<file path="config.mk">
export PLATFORM = sky130hd
export DESIGN_NAME = vend_ctrl
export DESIGN_NICKNAME = d
export VERILOG_FILES = /design/src/rtl/vend_pkg.sv /design/src/rtl/change_pick.sv /design/src/rtl/vend_ctrl.sv
export SDC_FILE = /design/constraint.sdc
export NUM_CORES = 1
export LEC_CHECK = 0
export ABC_CLOCK_PERIOD_IN_PS = 4300
export CAP_MARGIN = 30
export CORE_MARGIN = 2
export CORE_UTILIZATION = 58
export CTS_CLUSTER_SIZE = 25
export DETAILED_ROUTE_END_ITERATION = 10
export PLACE_DENSITY = 0.9
export SLEW_MARGIN = 10
export SYNTH_ARGS = -nofsm -noshare
export SYNTH_HDL_FRONTEND = slang
export SYNTH_HIERARCHICAL = 1
export SYNTH_SLANG_ARGS = --single-unit
</file>
<file path="constraint.sdc">
create_clock -name clk -period 4.3 [get_ports clk]
set_input_delay 0.645 -clock clk [delete_from_list [all_inputs] [get_ports clk]]
set_output_delay 0.645 -clock clk [all_outputs]
set_load 0.005 [all_outputs]
</file>
<file path="src/rtl/vend_pkg.sv">
// Shared types and constants for the vending sequencer.
package vend_pkg;

  localparam int CREDIT_W = 7;

  typedef enum logic [1:0] {
    IDLE   = 2'd0,
    ACCUM  = 2'd1,
    VEND   = 2'd2,
    CHANGE = 2'd3
  } state_t;

  localparam logic [CREDIT_W-1:0] Q_VAL = 7'd25;
  localparam logic [CREDIT_W-1:0] D_VAL = 7'd10;
  localparam logic [CREDIT_W-1:0] N_VAL = 7'd5;

endpackage

</file>
<file path="src/rtl/change_pick.sv">
// Greedy change selector: largest coin not exceeding the remaining credit.
module change_pick
  import vend_pkg::*;
(
  input  logic [CREDIT_W-1:0] credit,
  output logic                pick_q,
  output logic                pick_d,
  output logic                pick_n,
  output logic [CREDIT_W-1:0] pick_val
);

  always_comb begin
    pick_q   = 1'b0;
    pick_d   = 1'b0;
    pick_n   = 1'b0;
    pick_val = '0;
    if (credit >= Q_VAL) begin
      pick_q   = 1'b1;
      pick_val = Q_VAL;
    end else if (credit >= D_VAL) begin
      pick_d   = 1'b1;
      pick_val = D_VAL;
    end else if (credit >= N_VAL) begin
      pick_n   = 1'b1;
      pick_val = N_VAL;
    end
  end

endmodule

</file>
<file path="src/rtl/vend_ctrl.sv">
// Vending sequencer: coin accumulation, purchase, greedy change payout.
// Optional refund path enabled by defining VEND_CANCEL_EN.
//
// state  | meaning
// IDLE   | no credit, waiting for a coin
// ACCUM  | credit held, accepting coins / buy
// VEND   | item released this cycle; next edge pays first change coin
// CHANGE | paying out one coin per cycle until credit is exhausted
module vend_ctrl
  import vend_pkg::*;
#(
  parameter int PRICE      = 65,
  parameter int CREDIT_MAX = 125
) (
  input  logic                clk,
  input  logic                reset,
  input  logic                coin_q,
  input  logic                coin_d,
  input  logic                coin_n,
  input  logic                buy,
`ifdef VEND_CANCEL_EN
  input  logic                cancel,
`endif
  output logic [CREDIT_W-1:0] credit,
  output logic                vend,
  output logic                disp_q,
  output logic                disp_d,
  output logic                disp_n,
  output logic                coin_reject,
  output logic                busy
);

  localparam logic [CREDIT_W-1:0] PRICE_C = CREDIT_W'(PRICE);
  localparam logic [CREDIT_W:0]   MAX_SUM = (CREDIT_W + 1)'(CREDIT_MAX);

  state_t              state, state_nx;
  logic [CREDIT_W-1:0] credit_nx;
  logic                vend_nx, disp_q_nx, disp_d_nx, disp_n_nx, reject_nx, busy_nx;

  logic                pick_q, pick_d, pick_n;
  logic [CREDIT_W-1:0] pick_val;
  logic [CREDIT_W-1:0] remain;

  logic                coin_any, coin_multi;
  logic [CREDIT_W-1:0] coin_val;
  logic [CREDIT_W:0]   coin_sum;
  logic                buy_ok, cancel_ok;

  change_pick u_pick (
    .credit   (credit),
    .pick_q   (pick_q),
    .pick_d   (pick_d),
    .pick_n   (pick_n),
    .pick_val (pick_val)
  );

  assign coin_any   = coin_q | coin_d | coin_n;
  assign coin_multi = (coin_q & coin_d) | (coin_q & coin_n) | (coin_d & coin_n);
  assign coin_val   = coin_q ? Q_VAL : (coin_d ? D_VAL : (coin_n ? N_VAL : '0));
  // 8-bit sum so an overflowing coin is refused rather than wrapping
  assign coin_sum   = {1'b0, credit} + {1'b0, coin_val};
  assign remain     = credit - pick_val;
  assign buy_ok     = (state == ACCUM) && buy && (credit >= PRICE_C);

`ifdef VEND_CANCEL_EN
  assign cancel_ok  = (state == ACCUM) && cancel && !buy_ok;
`else
  assign cancel_ok  = 1'b0;
`endif

  always_comb begin
    state_nx  = state;
    credit_nx = credit;
    vend_nx   = 1'b0;
    disp_q_nx = 1'b0;
    disp_d_nx = 1'b0;
    disp_n_nx = 1'b0;
    reject_nx = 1'b0;
    case (state)
      IDLE, ACCUM: begin
        if (buy_ok) begin
          state_nx  = VEND;
          credit_nx = credit - PRICE_C;
          vend_nx   = 1'b1;
          reject_nx = coin_any;
        end else if (cancel_ok) begin
          state_nx  = CHANGE;
          reject_nx = coin_any;
        end else if (coin_any) begin
          if (coin_sum <= MAX_SUM) begin
            credit_nx = coin_sum[CREDIT_W-1:0];
            state_nx  = ACCUM;
            reject_nx = coin_multi;
          end else begin
            reject_nx = 1'b1;
          end
        end
      end
      VEND, CHANGE: begin
        reject_nx = coin_any;
        disp_q_nx = pick_q;
        disp_d_nx = pick_d;
        disp_n_nx = pick_n;
        // a residue below the smallest coin cannot be paid and is dropped
        if (remain < N_VAL) begin
          credit_nx = '0;
          state_nx  = IDLE;
        end else begin
          credit_nx = remain;
          state_nx  = CHANGE;
        end
      end
      default: state_nx = IDLE;
    endcase
    busy_nx = (state_nx == VEND) || (state_nx == CHANGE);
  end

  always_ff @(posedge clk or posedge reset) begin
    if (reset) begin
      state       <= IDLE;
      credit      <= '0;
      vend        <= 1'b0;
      disp_q      <= 1'b0;
      disp_d      <= 1'b0;
      disp_n      <= 1'b0;
      coin_reject <= 1'b0;
      busy        <= 1'b0;
    end else begin
      state       <= state_nx;
      credit      <= credit_nx;
      vend        <= vend_nx;
      disp_q      <= disp_q_nx;
      disp_d      <= disp_d_nx;
      disp_n      <= disp_n_nx;
      coin_reject <= reject_nx;
      busy        <= busy_nx;
    end
  end

endmodule

</file>
; Yosys cells after proc, flatten, opt, wreduce, memory -nomap -nowiden
; Index checks and enable logic that the tools add are counted.
; Widths: inputs -> output; s select.
[word_totals]
input_bits = 6
latchBits = 0
ramBits = 0
word_cells = 69
mem_count = 0
register_bits = 15
mem_bits_ro = 0
[op_classes]
mux = 31
n_bitwise = 7
reduce_logical = 7
shifts = 0
order_cmp = 6
n_addsub = 3
eq_ne = 7
div = 0
n_mul = 0
[ops]
columns = cell, count
row1 = $mux 7, 6
row2 = $mux 1, 14
row3 = $pmux 7 s2, 1
row4 = $add 7x5->8, 1
row5 = $eq 2x2->1 const B, 4
row6 = $le 8x7->1 const B, 1
row7 = $mux 2, 4
row8 = $ge 7x3->1 const B, 1
row9 = $ge 7x4->1 const B, 1
row10 = $ge 7x5->1 const B, 1
row11 = $ge 7x7->1 const B, 1
row12 = $lt 7x3->1 const B, 1
row13 = $sub 7x7->7, 1
row14 = $sub 7x7->7 const B, 1
row15 = $mux 3, 2
row16 = $ne 3x3->1 const B, 2
row17 = $mux 5, 1
row18 = $mux 4, 1
row19 = $or 1x1->1, 4
row20 = $pmux 2 s2, 1
row21 = $reduce_or 2->1, 2
row22 = $and 1x1->1, 3
row23 = $eq 2x1->1 const B, 1
row24 = $logic_and 1x1->1, 2
row25 = other kinds (4), 4

; Longest topological paths before layout
; Gate-level depths: netlist (run 1).
[depth]
ltp_word = 11
depth_mapped = 12

; By module
; Netlist (run 1), hierarchy kept.
[modules_own_cells]
columns = module, seq_area_each_um2, cells_each, instances, area_per_inst_um2
row1 = vend_ctrl, 375.4, 184, 1, 1640.3
row2 = change_pick, 0.0, 22, 1, 136.4

; Worst setup path before layout (run 1)
; OpenSTA, ideal clock, no wires.
[synth_timing]
kind = input to register
from = input port coin_n
to = register credit[4]
required_ns = 4.175
arrival_ns = 2.903
slack_ns = 1.272
cell_stages = 11
path_cell_list = inv_1 > o21bai_1 > ha_1 > inv_1 > fa_1 > nor2b_4 > o2111ai_2 > and3_1 > o2111a_2 > o31ai_4 > mux2_4
[synth_between]
elab_chain_cells = 8
word_cells_on_any_way = 13
classes_between = 1 x add/sub / 1 x order compare / 2 x eq/ne / 7 x mux / 1 x bitwise / 1 x reduce/logical
[synth_rtl]
columns = element, line
row1 = from (decl), vend_ctrl.sv:19  ; input logic coin_n,
row2 = branches (longest 8 deep; another with $add 7x5->8), -
row3 = to (signal assigned), vend_ctrl.sv:130  ; credit <= credit_nx;
row4 = to (decl), vend_ctrl.sv:24  ; output logic [CREDIT_W-1:0] credit,
; Parallel ways; which one is timed is not known. The select of a mux whose other input is x is not followed.
; A chain may end at the register's enable or synchronous reset.

; Worst setup path in the final report (run 1)
[layout_timing]
from = input port coin_n
to = register credit[3]
; The elaborated chain is that of the path after synthesis.

==> impl_metrics.toml, run 1 <==
[run_status]
outcome = "complete, no violations"

[final_layout]
syn_to_final_growth_pct = 10.49
seq_area_um2 = 375.4
antenna_cells = 0
layout-drive-gt1-share = 0.08716
fillers = 228
layout.nets = 240
final_area_mm2 = 0.001963
multi_input_area_mm2 = 0.001269

[timing]
tns_ns = 0
fin_crit_sh = 0.8240
report.final.slew_viol_count = 0
finalHoldViolations = 0
rsz0062_at_grt = "false"
setup-violations-final = 0
fmax_mhz = 282.2
tightest_slew_ns = 0.5522
slew_headroom = 0.6318
finClkSkew_ns = 0.008113
fin_crit_ns = 3.543

[pwr]
power_density_mw_per_mm2 = 905.3
ir_worst_vdd_mv = 0.3857
power_leakage_nw = 0.8478

[critical_path]
crit_top_cell = "inv_1"
critical_path_class = "input pin to register"
r2r_start = "credit[1]$_DFFE_PP0P_"
required_ns = 4.46
cp_max_fo = 8
cp_top_family = "compound AO/OA/AOI/OAI gates"
cp_slowest_cell = "clkdlybuf4s50_1"
worst_setup_path_start_kind = "input pin"
critPathMaxStageDelay_ns = 0.54
worst-path-buf-inv = 3
cp_cell_sequence = "clkdlybuf4s50_1 > inv_1 > o21bai_1 > ha_1 > inv_1 > fa_1 > nor2b_4 > o2111ai_2 > and3_1 > o2111a_2 > o31ai_4 > mux2_4"
endpoint_kind = "register"
arrival_ns = 3.71
critPathLaunch = "coin_n"

[hold_path]
hp-start = "state[0]$_DFF_PP0_"
hold_class = "register to register"

[placement]
placed_cell_area_mm2 = 0.001937
place.gp.congestion = 0.9233
port_buffers = 18
hpwl_um = 3036

[cts]
holdBufCountCts = 0
clkSlewWorstSetupHoldPaths_ns = 0.09
numCtsBuffers = 3
clockBufferDepth = 2
clk_latency_ns = 0.28
clock_sinks = 15
cts_root_buffer = "clkbuf_4"
cts_tree = "yes"
cts_resized = 0
post_cts_buffers = 0
h-tree-depth = 1

[floorplanning]
die_height_um = 59.35
fp.dieArea_mm2 = 0.003522
std_cell_rows = 20
core_mm2 = 0.002978
pin_count = 19
fp.dieW_um = 59.35
initial_utilization = 0.5966

[synthesis]
yosysUniqueCellTypes = 61
yosysWarnings = 6
ys_ff_latch = 15
synth_edf_count = 0
ys.flop_type = "dfrtp_1"
async_flop_share = 1.000
synth_area_leaders = "dfrtp_1 21%, ha_1 9.2%, nor2_1 3.8%"
netlist.area_leader.share = 0.2113
syn_inst = 206
ys_seq_area_frac = 0.2113
avgSynthCellArea_um2 = 8.625
syn-cell-area_mm2 = 0.001777
synth_top_cell_by_area = "dfrtp_1"

[global_routing]
antenna_found_initial = 0
grt_max_degree = 18
grt_pass1_vias = 1438
grt_pass1_wl_um = 6768
grt-ovfl-total = 0
grt_usage = 0.2499

[routing]
drt_iter0_drc = 97
drt_pre_antenna_iters = 4
antenna_left = 0
wirelength_um = 3987
vias_per_cell = 6.359
dr_total_vias = 1596
avgRoutedWirePerCell_um = 15.88
drc = 0

[flow_run]
drv_cap = 0
-- final cells by class --
class / instances / area share
inverter: 17 / 0.03250
timing repair buffer: 19 / 0.09560
clock buffer: 4 / 0.01338
tap: 33 / 0.02103
multi-input combinational: 163 / 0.6463
sequential: 15 / 0.1912
-- power breakdown --
part | switching (W) | internal [W]
clock | 0.0000426 | 0.0000360
combinational | 0.000662 | 0.000658
sequential | 0.000171 | 0.000208
total | 0.000876 | 0.000902
-- synthesized netlist by cell type, types with 4 or more instances --
library cell  count
xnor2_1           6
mux2i_1           6
or2_1             4
buf_4             6
nand2b_1          5
nor2_1           18
inv_1            17
dfrtp_1          15
a21oi_1           7
xor2_1            4
o22ai_1           4
and2_1            4
o21ai_0           7
o21a_1            5
ha_1             13
nand2_1           5
nor3_1            6
-- flip-flops by register name (all words and copies together), names as in the netlist --
signal,flops
state,2
vend,1
disp_q,1
credit,7
coin_reject,1
disp_d,1
busy,1
disp_n,1
-- layout by cell type, fill, tap and decap left out, types with 4 or more instances in the layout --
cell type,n
a21oi_1,7
and2_1,4
clkdlybuf4s50_1,18
dfrtp_1,15
ha_1,13
inv_1,17
mux2i_1,6
nand2_1,5
nand2b_1,5
nor2_1,18
nor3_1,6
o21a_1,5
o21ai_0,7
o22ai_1,4
or2_1,4
xnor2_1,6
xor2_1,4
-- worst reg2reg max path, cell delays in order, from the launching register on --
cell	delay (ns)
dfrtp_1	0.67
o31ai_2	0.15
and2_1	0.21
o21ai_1	0.14
ha_1	0.18
inv_1	0.05
fa_1	0.41
a211oi_1	0.35
o21bai_1	0.12
a21oi_1	0.18
xnor2_1	0.26
nor3_1	0.12
o41ai_2	0.32
-- per-stage QoR --
step / util / setup slack, ns / instances / power (W) / hold slack, ns
6_report: 0.6592 / 0.7568 / 251 / 0.001777 / 0.5302
3_5_place_dp: 0.6504 / 0.5195 / 247 / 0.001680 / 0.5157
5_1_grt: 0.6592 / 0.5419 / 251 / 0.001942 / 0.5889
4_1_cts: 0.6592 / 0.7876 / 251 / 0.001772 / 0.5353
2_1_floorplan: - / 1.272 / 207 / 0.001353 / 0.4774
3_3_place_gp: 0.6504 / 0.5766 / 247 / 0.001661 / 0.4994
-- cell families (layout without fill, tap and decap cells) --
family	after synthesis	in the layout	share of synthesized area
flip-flops	15	15	0.2113
AO/OA/AOI/OAI	61	61	0.2746
multiplexers	9	9	0.05915
other	1	2	0.002111
XOR/XNOR	10	10	0.04929
buffers and inverters	29	40	0.07675
adder cells (fa/ha/maj)	15	15	0.1141
AND/OR/NAND/NOR	66	66	0.2127
-- final timing paths --
path                                         endpoint  slack, ns  cells after the start
worst max-delay path            credit[3]$_DFFE_PP0P_       0.76                     12
worst min-delay path               state[0]$_DFF_PP0_       0.53                      2
worst max register to register  credit[2]$_DFFE_PP0P_       1.04                     12
worst min register to register     state[0]$_DFF_PP0_       0.53                      2
max in group asynchronous            disp_d$_DFF_PP0_       3.23                      2
min in group asynchronous              vend$_DFF_PP0_       0.70                      2
-- routing by layer --
layer | track usage | vias up | part of all wire | wire, um
met3 | 0.01965 | 4 | 0.067 | 266
li1 | - | 780 | - | -
met2 | 0.4050 | 66 | 0.48 | 1924
met5 | 0 | - | 0 | 0
met1 | 0.3613 | 746 | 0.44 | 1758
met4 | 0.05519 | 0 | 0.0093 | 37
No activity file was read; power rests on OpenSTA's default activity.
==> run 2: changes to the inputs <==
- ABC_CLOCK_PERIOD_IN_PS: 4300 -> 3250
- CORE_UTILIZATION: 58 -> 52
- PLACE_DENSITY: 0.9 -> 0.85
- clock period: 4.3 -> 3.25 ns (I/O delays scaled with it)
==> run 2 against run 1 <==
  * Critical path depth up 1
  * Flip-flop and latch count unchanged
  * First-iteration DRC count up 3.1%
  * Routed wire length up 13%
  * Final cell count up 14%
  * Non-clock buffer count up 22
  * Global-route usage down 0.40 points
  * Sequential power up 4%
  * Clock-buffer cell count unchanged
  * Critical endpoint is now credit[1]$_DFFE_PP0P_
==> impl_metrics.toml, run 2 (synthesized netlist as in run 1, its figures left out) <==
[final_layout]
reg_top3 = "credit: 7 flops, state: 2 flops"
final_area_mm2 = 0.002152
fillers = 293
syn_to_final_growth_pct = 21.13
regMostFlops = "credit"
layout.nets = 262
mostFrequentLayoutCells = "23 x buf_4, 18 x nor2_1, 18 x clkdlybuf4s50_1, 17 x inv_1, 15 x dfrtp_1"
final_common_cell = "buf_4"
antenna_cells = 0
largest_reg_flops = 7
layout-drive-gt1-share = 0.1792

[routing]
avgRoutedWirePerCell_um = 15.70
vias_per_cell = 5.955
dr_total_vias = 1703
drt_pre_antenna_iters = 4
drc = 0
drt_iter0_drc = 100
antenna_left = 0
wirelength_um = 4490

[floorplanning]
die_height_um = 62.45
initial_utilization = 0.5367
core_mm2 = 0.003311
std_cell_rows = 21
pin_count = 19
fp.dieArea_mm2 = 0.003900
fp.dieW_um = 62.45

[global_routing]
antenna_found_initial = 0
grt_max_degree = 18
grt_pass1_vias = 1659
grt_usage = 0.2459
grt-ovfl-total = 0
grt_pass1_wl_um = 7721

[timing]
fin_crit_sh = 0.9460
fin_crit_ns = 3.075
finClkSkew_ns = 0.005338
tightest_slew_ns = 0.5964
report.final.slew_viol_count = 0
setup-violations-final = 0
holdWs_ns = 0.5228
slew_headroom = 0.6020
finalHoldViolations = 0
rsz0062_at_grt = "true"
fmax_mhz = 325.2

[hold_path]
min_path_cells = 2
hold_class = "register to register"

[pwr]
ir_worst_vdd_mv = 0.5592
power_density_mw_per_mm2 = 1171
power_leakage_nw = 0.9537

[placement]
place.gp.congestion = 0.8977
placed_cell_area_mm2 = 0.002118
port_buffers = 18
hpwl_um = 3627

[cts]
clk_latency_ns = 0.29
cts_tree = "yes"
numCtsBuffers = 3
cts_root_buffer = "clkbuf_4"
h-tree-depth = 1
clockBufferDepth = 2
clock_sinks = 15
clkSlewWorstSetupHoldPaths_ns = 0.09
post_cts_buffers = 0

[critical_path]
worst_setup_path_start_kind = "input pin"
critical_path_class = "input pin to register"
required_ns = 3.46
endpoint_kind = "register"
cp_max_fo = 5
arrival_ns = 3.29
r2r_cells = 12

[flow_run]
drv_cap = 0

[run_status]
outcome = "complete, no violations"
-- run 2: worst max-delay path: stages --
cell and delay, ns:
clkdlybuf4s50_1 0.47, inv_1 0.06, o21bai_1 0.15, ha_1 0.19
inv_1 0.06, fa_2 0.37, nor2b_4 0.14, o2111ai_2 0.15
and3_1 0.21, o2111a_2 0.30, o31ai_4 0.33, buf_4 0.19
mux2i_1 0.19
-- run 2: through the flow --
step                instances  total power, W  setup slack (ns)   TNS, ns    util
finish                    286        0.002520            0.1754         0  0.6500
global route              286        0.002748          -0.02819  -0.03160  0.6500
CTS                       286        0.002495           0.06618         0  0.6478
detailed placement        282        0.002376           -0.2178    -1.336  0.6398
global placement          282        0.002287          -0.09264   -0.4487  0.6398
floorplan                 207        0.001791            0.3581         0       -
-- run 2: cell type report --
type,instances,area [um^2],area share
Multi-Input combinational cell,163,1276,0.5930
Timing Repair Buffer,41,352.8,0.1640
Tap cell,46,57.56,0.02674
Clock buffer,4,26.28,0.01221
Inverter,17,63.81,0.02965
Sequential cell,15,375.4,0.1744
-- run 2: path summary, 6_finish.rpt --
check                                 startpoint                     to  slack (ns)
hold reg to reg               state[0]$_DFF_PP0_     state[0]$_DFF_PP0_        0.52
max in group asynchronous                  reset  credit[2]$_DFFE_PP0P_        2.30
hold / removal                state[0]$_DFF_PP0_     state[0]$_DFF_PP0_        0.52
setup / recovery                          coin_n  credit[1]$_DFFE_PP0P_        0.18
setup reg to reg           credit[1]$_DFFE_PP0P_  credit[0]$_DFFE_PP0P_        0.20
min in group asynchronous                  reset  credit[1]$_DFFE_PP0P_        0.56
-- run 2: what timing repair did --
item	CTS	global route
hold buffers	0	0
setup endpoints to repair	0	10
gates resized for setup	0	2
-- run 2: where the power goes --
part / internal, W / switching [W]
clock network: 0.0000477 / 0.0000611
logic: 0.000978 / 0.00104
registers: 0.000278 / 0.000116
-- run 2: metal layers --
| metal | vias to the layer above | track usage | share of wire | wire, um |
|---|---|---|---|---|
| li1 | 820 | - | - | - |
| met1 | 828 | 0.3002 | 0.43 | 1932 |
| met2 | 46 | 0.4341 | 0.52 | 2326 |
| met3 | 9 | 0.02523 | 0.031 | 140 |
| met4 | 0 | 0.1139 | 0.020 | 91 |
| met5 | - | 0 | 0 | 0 |
==> run 3: changes to the inputs <==
- CORE_ASPECT_RATIO: default -> 0.7
- SLEW_MARGIN: 10 -> default
==> run 3 against run 2 <==
  * Total power increased by 3.1%
  * Clock power increased by 45%
  * Worst hold slack got worse by 0.0075 ns
  * Largest cell class unchanged
==> impl_metrics.toml, run 3 (synthesized netlist as in run 1, its figures left out) <==
[critical_path]
critPathMaxStageDelay_ns = 0.48
crit_top_cell = "inv_1"
crit_end = "credit[5]$_DFFE_PP0P_"
critPathLaunch = "coin_n"
r2r_setup_slack_ns = 0.14
critical_path_class = "input pin to register"
cp_cell_sequence = "clkdlybuf4s50_1 > inv_1 > o21bai_1 > ha_1 > inv_1 > fa_2 > nor2b_4 > o2111ai_2 > and3_1 > o2111a_2 > o31ai_4 > buf_4 > mux2i_1"
cp_slowest_cell = "clkdlybuf4s50_1"
cp_max_fo = 4
regToRegEndpoint = "credit[0]$_DFFE_PP0P_"
worst_setup_path_start_kind = "input pin"
arrival_ns = 3.28
r2r_start = "credit[2]$_DFFE_PP0P_"
required_ns = 3.42
r2r_cells = 12
endpoint_kind = "register"

[timing]
fin_crit_ns = 3.117
fmax_mhz = 320.9
fin_crit_sh = 0.9589
tightest_slew_ns = 0.5650
report.final.slew_viol_count = 0
finClkSkew_ns = 0.002678
finalHoldViolations = 0
rsz0062_at_grt = "false"
slew_headroom = 0.6229
setup-violations-final = 0

[floorplanning]
std_cell_rows = 17
fp.dieW_um = 73.87
fp.dieArea_mm2 = 0.003908
die_height_um = 52.91
core_mm2 = 0.003212
pin_count = 19
initial_utilization = 0.5532

[placement]
placed_cell_area_mm2 = 0.002090
placedCellCount = 279
port_buffers = 18
hpwl_um = 3527
place.gp.congestion = 0.8882

[routing]
antenna_left = 0
wirelength_um = 4567
drc = 0
dr_total_vias = 1665
vias_per_cell = 5.883
drt_pre_antenna_iters = 7
avgRoutedWirePerCell_um = 16.14
drt_iter0_drc = 103

[hold_path]
hold_class = "register to register"
hp-start = "state[0]$_DFF_PP0_"

[final_layout]
regMostFlops = "credit"
largest_reg_flops = 7
final_area_mm2 = 0.002151
layout-drive-gt1-share = 0.1780
syn_to_final_growth_pct = 21.06
mostFrequentLayoutCells = "19 x buf_4, 18 x nor2_1, 18 x clkdlybuf4s50_1, 17 x inv_1, 14 x dfrtp_1"
layout.nets = 258
reg_top3 = "credit: 7 flops, state: 2 flops"
antenna_cells = 0
final_common_cell = "buf_4"
instances_no_fill = 283

[pwr]
ir_worst_vdd_mv = 0.5019
power_density_mw_per_mm2 = 1208
power_leakage_nw = 0.9408

[global_routing]
grt_usage = 0.2528
gr-usage-met1 = 0.3818
grt-ovfl-total = 0
grt_max_degree = 18
gr-usage-met3 = 0.02667
antenna_found_initial = 0
grtUsageMet2 = 0.3720
busiest_layer = "met1"
grt_pass1_wl_um = 7583
grt_pass1_vias = 1583

[cts]
cts_root_buffer = "clkbuf_8"
clk_latency_ns = 0.25
numCtsBuffers = 3
cts_tree = "yes"
h-tree-depth = 1
clock_sinks = 15
clockBufferDepth = 2
holdBufCountCts = 0
clkSlewWorstSetupHoldPaths_ns = 0.07

[flow_run]
drv_cap = 0

[run_status]
outcome = "complete, no violations"
## run 3: cell types whose count changed in the layout (fill, tap and decap cells not counted), sizes merged
| cell | delta |
|---|---|
| clkbuf | -1 |
| buf | -4 |
| clkinvlp | +1 |
## run 3: how the worst min path moves through the flow
stage / endpoint / slack, ns / cells past startpoint
floorplan: busy$_DFF_PP0_ / 0.39 / 1
global placement: state[0]$_DFF_PP0_ / 0.50 / 2
detailed placement: state[0]$_DFF_PP0_ / 0.50 / 2
CTS: state[0]$_DFF_PP0_ / 0.52 / 2
global route: state[0]$_DFF_PP0_ / 0.59 / 2
finish: state[0]$_DFF_PP0_ / 0.52 / 2
## run 3: final cells by class
class | count | area [um^2]
multi-input combinational | 163 | 1280
fill | 264 | 1061
sequential | 15 | 376.6
timing repair buffer | 37 | 322.8
inverter | 17 | 63.81
tap | 47 | 58.81
clock buffer | 3 | 41.29
clock inverter | 1 | 7.507
## run 3: critical path, delay by kind of cell
kind / cells / cell delay, ns
AOI/OAI and AO/OA: 4 / 0.88
adders and majority gates: 2 / 0.57
buffers and inverters: 4 / 0.79
muxes: 1 / 0.21
and+or+nand+nor: 2 / 0.35
## run 3: layer usage
| metal | share of wire | wire (um) |
|---|---|---|
| met1 | 0.49 | 2234 |
| met2 | 0.43 | 1979 |
| met3 | 0.067 | 308 |
| met4 | 0.0096 | 44 |
| met5 | 0 | 0 |
## run 3: per-stage QoR
stage	setup slack (ns)	power (W)	hold WS, ns	TNS [ns]	util
2_1_floorplan	0.3581	0.001791	0.3890	0	-
3_3_place_gp	-0.05218	0.002312	0.4991	-0.2423	0.6506
3_5_place_dp	-0.1870	0.002370	0.5028	-1.030	0.6506
4_1_cts	0.05275	0.002535	0.5170	0	0.6658
5_1_grt	0.007836	0.002788	0.5892	0	0.6697
6_report	0.1335	0.002598	0.5153	0	0.6697
## run 3: repair_timing
action | 4_1_cts | 5_1_grt
endpoints found under the setup margin | 0 | 10
gates resized for setup | 0 | 4
setup buffers | 0 | 0
## run 3: report_power, final
group	switching (W)	leakage, nW	internal (W)	total [W]
Clock	0.0000717	0.0217	0.0000863	0.000158
Combinational	0.00108	0.743	0.000975	0.00205
Sequential	0.000108	0.176	0.000280	0.000388
Total	0.00126	0.941	0.00134	0.00260
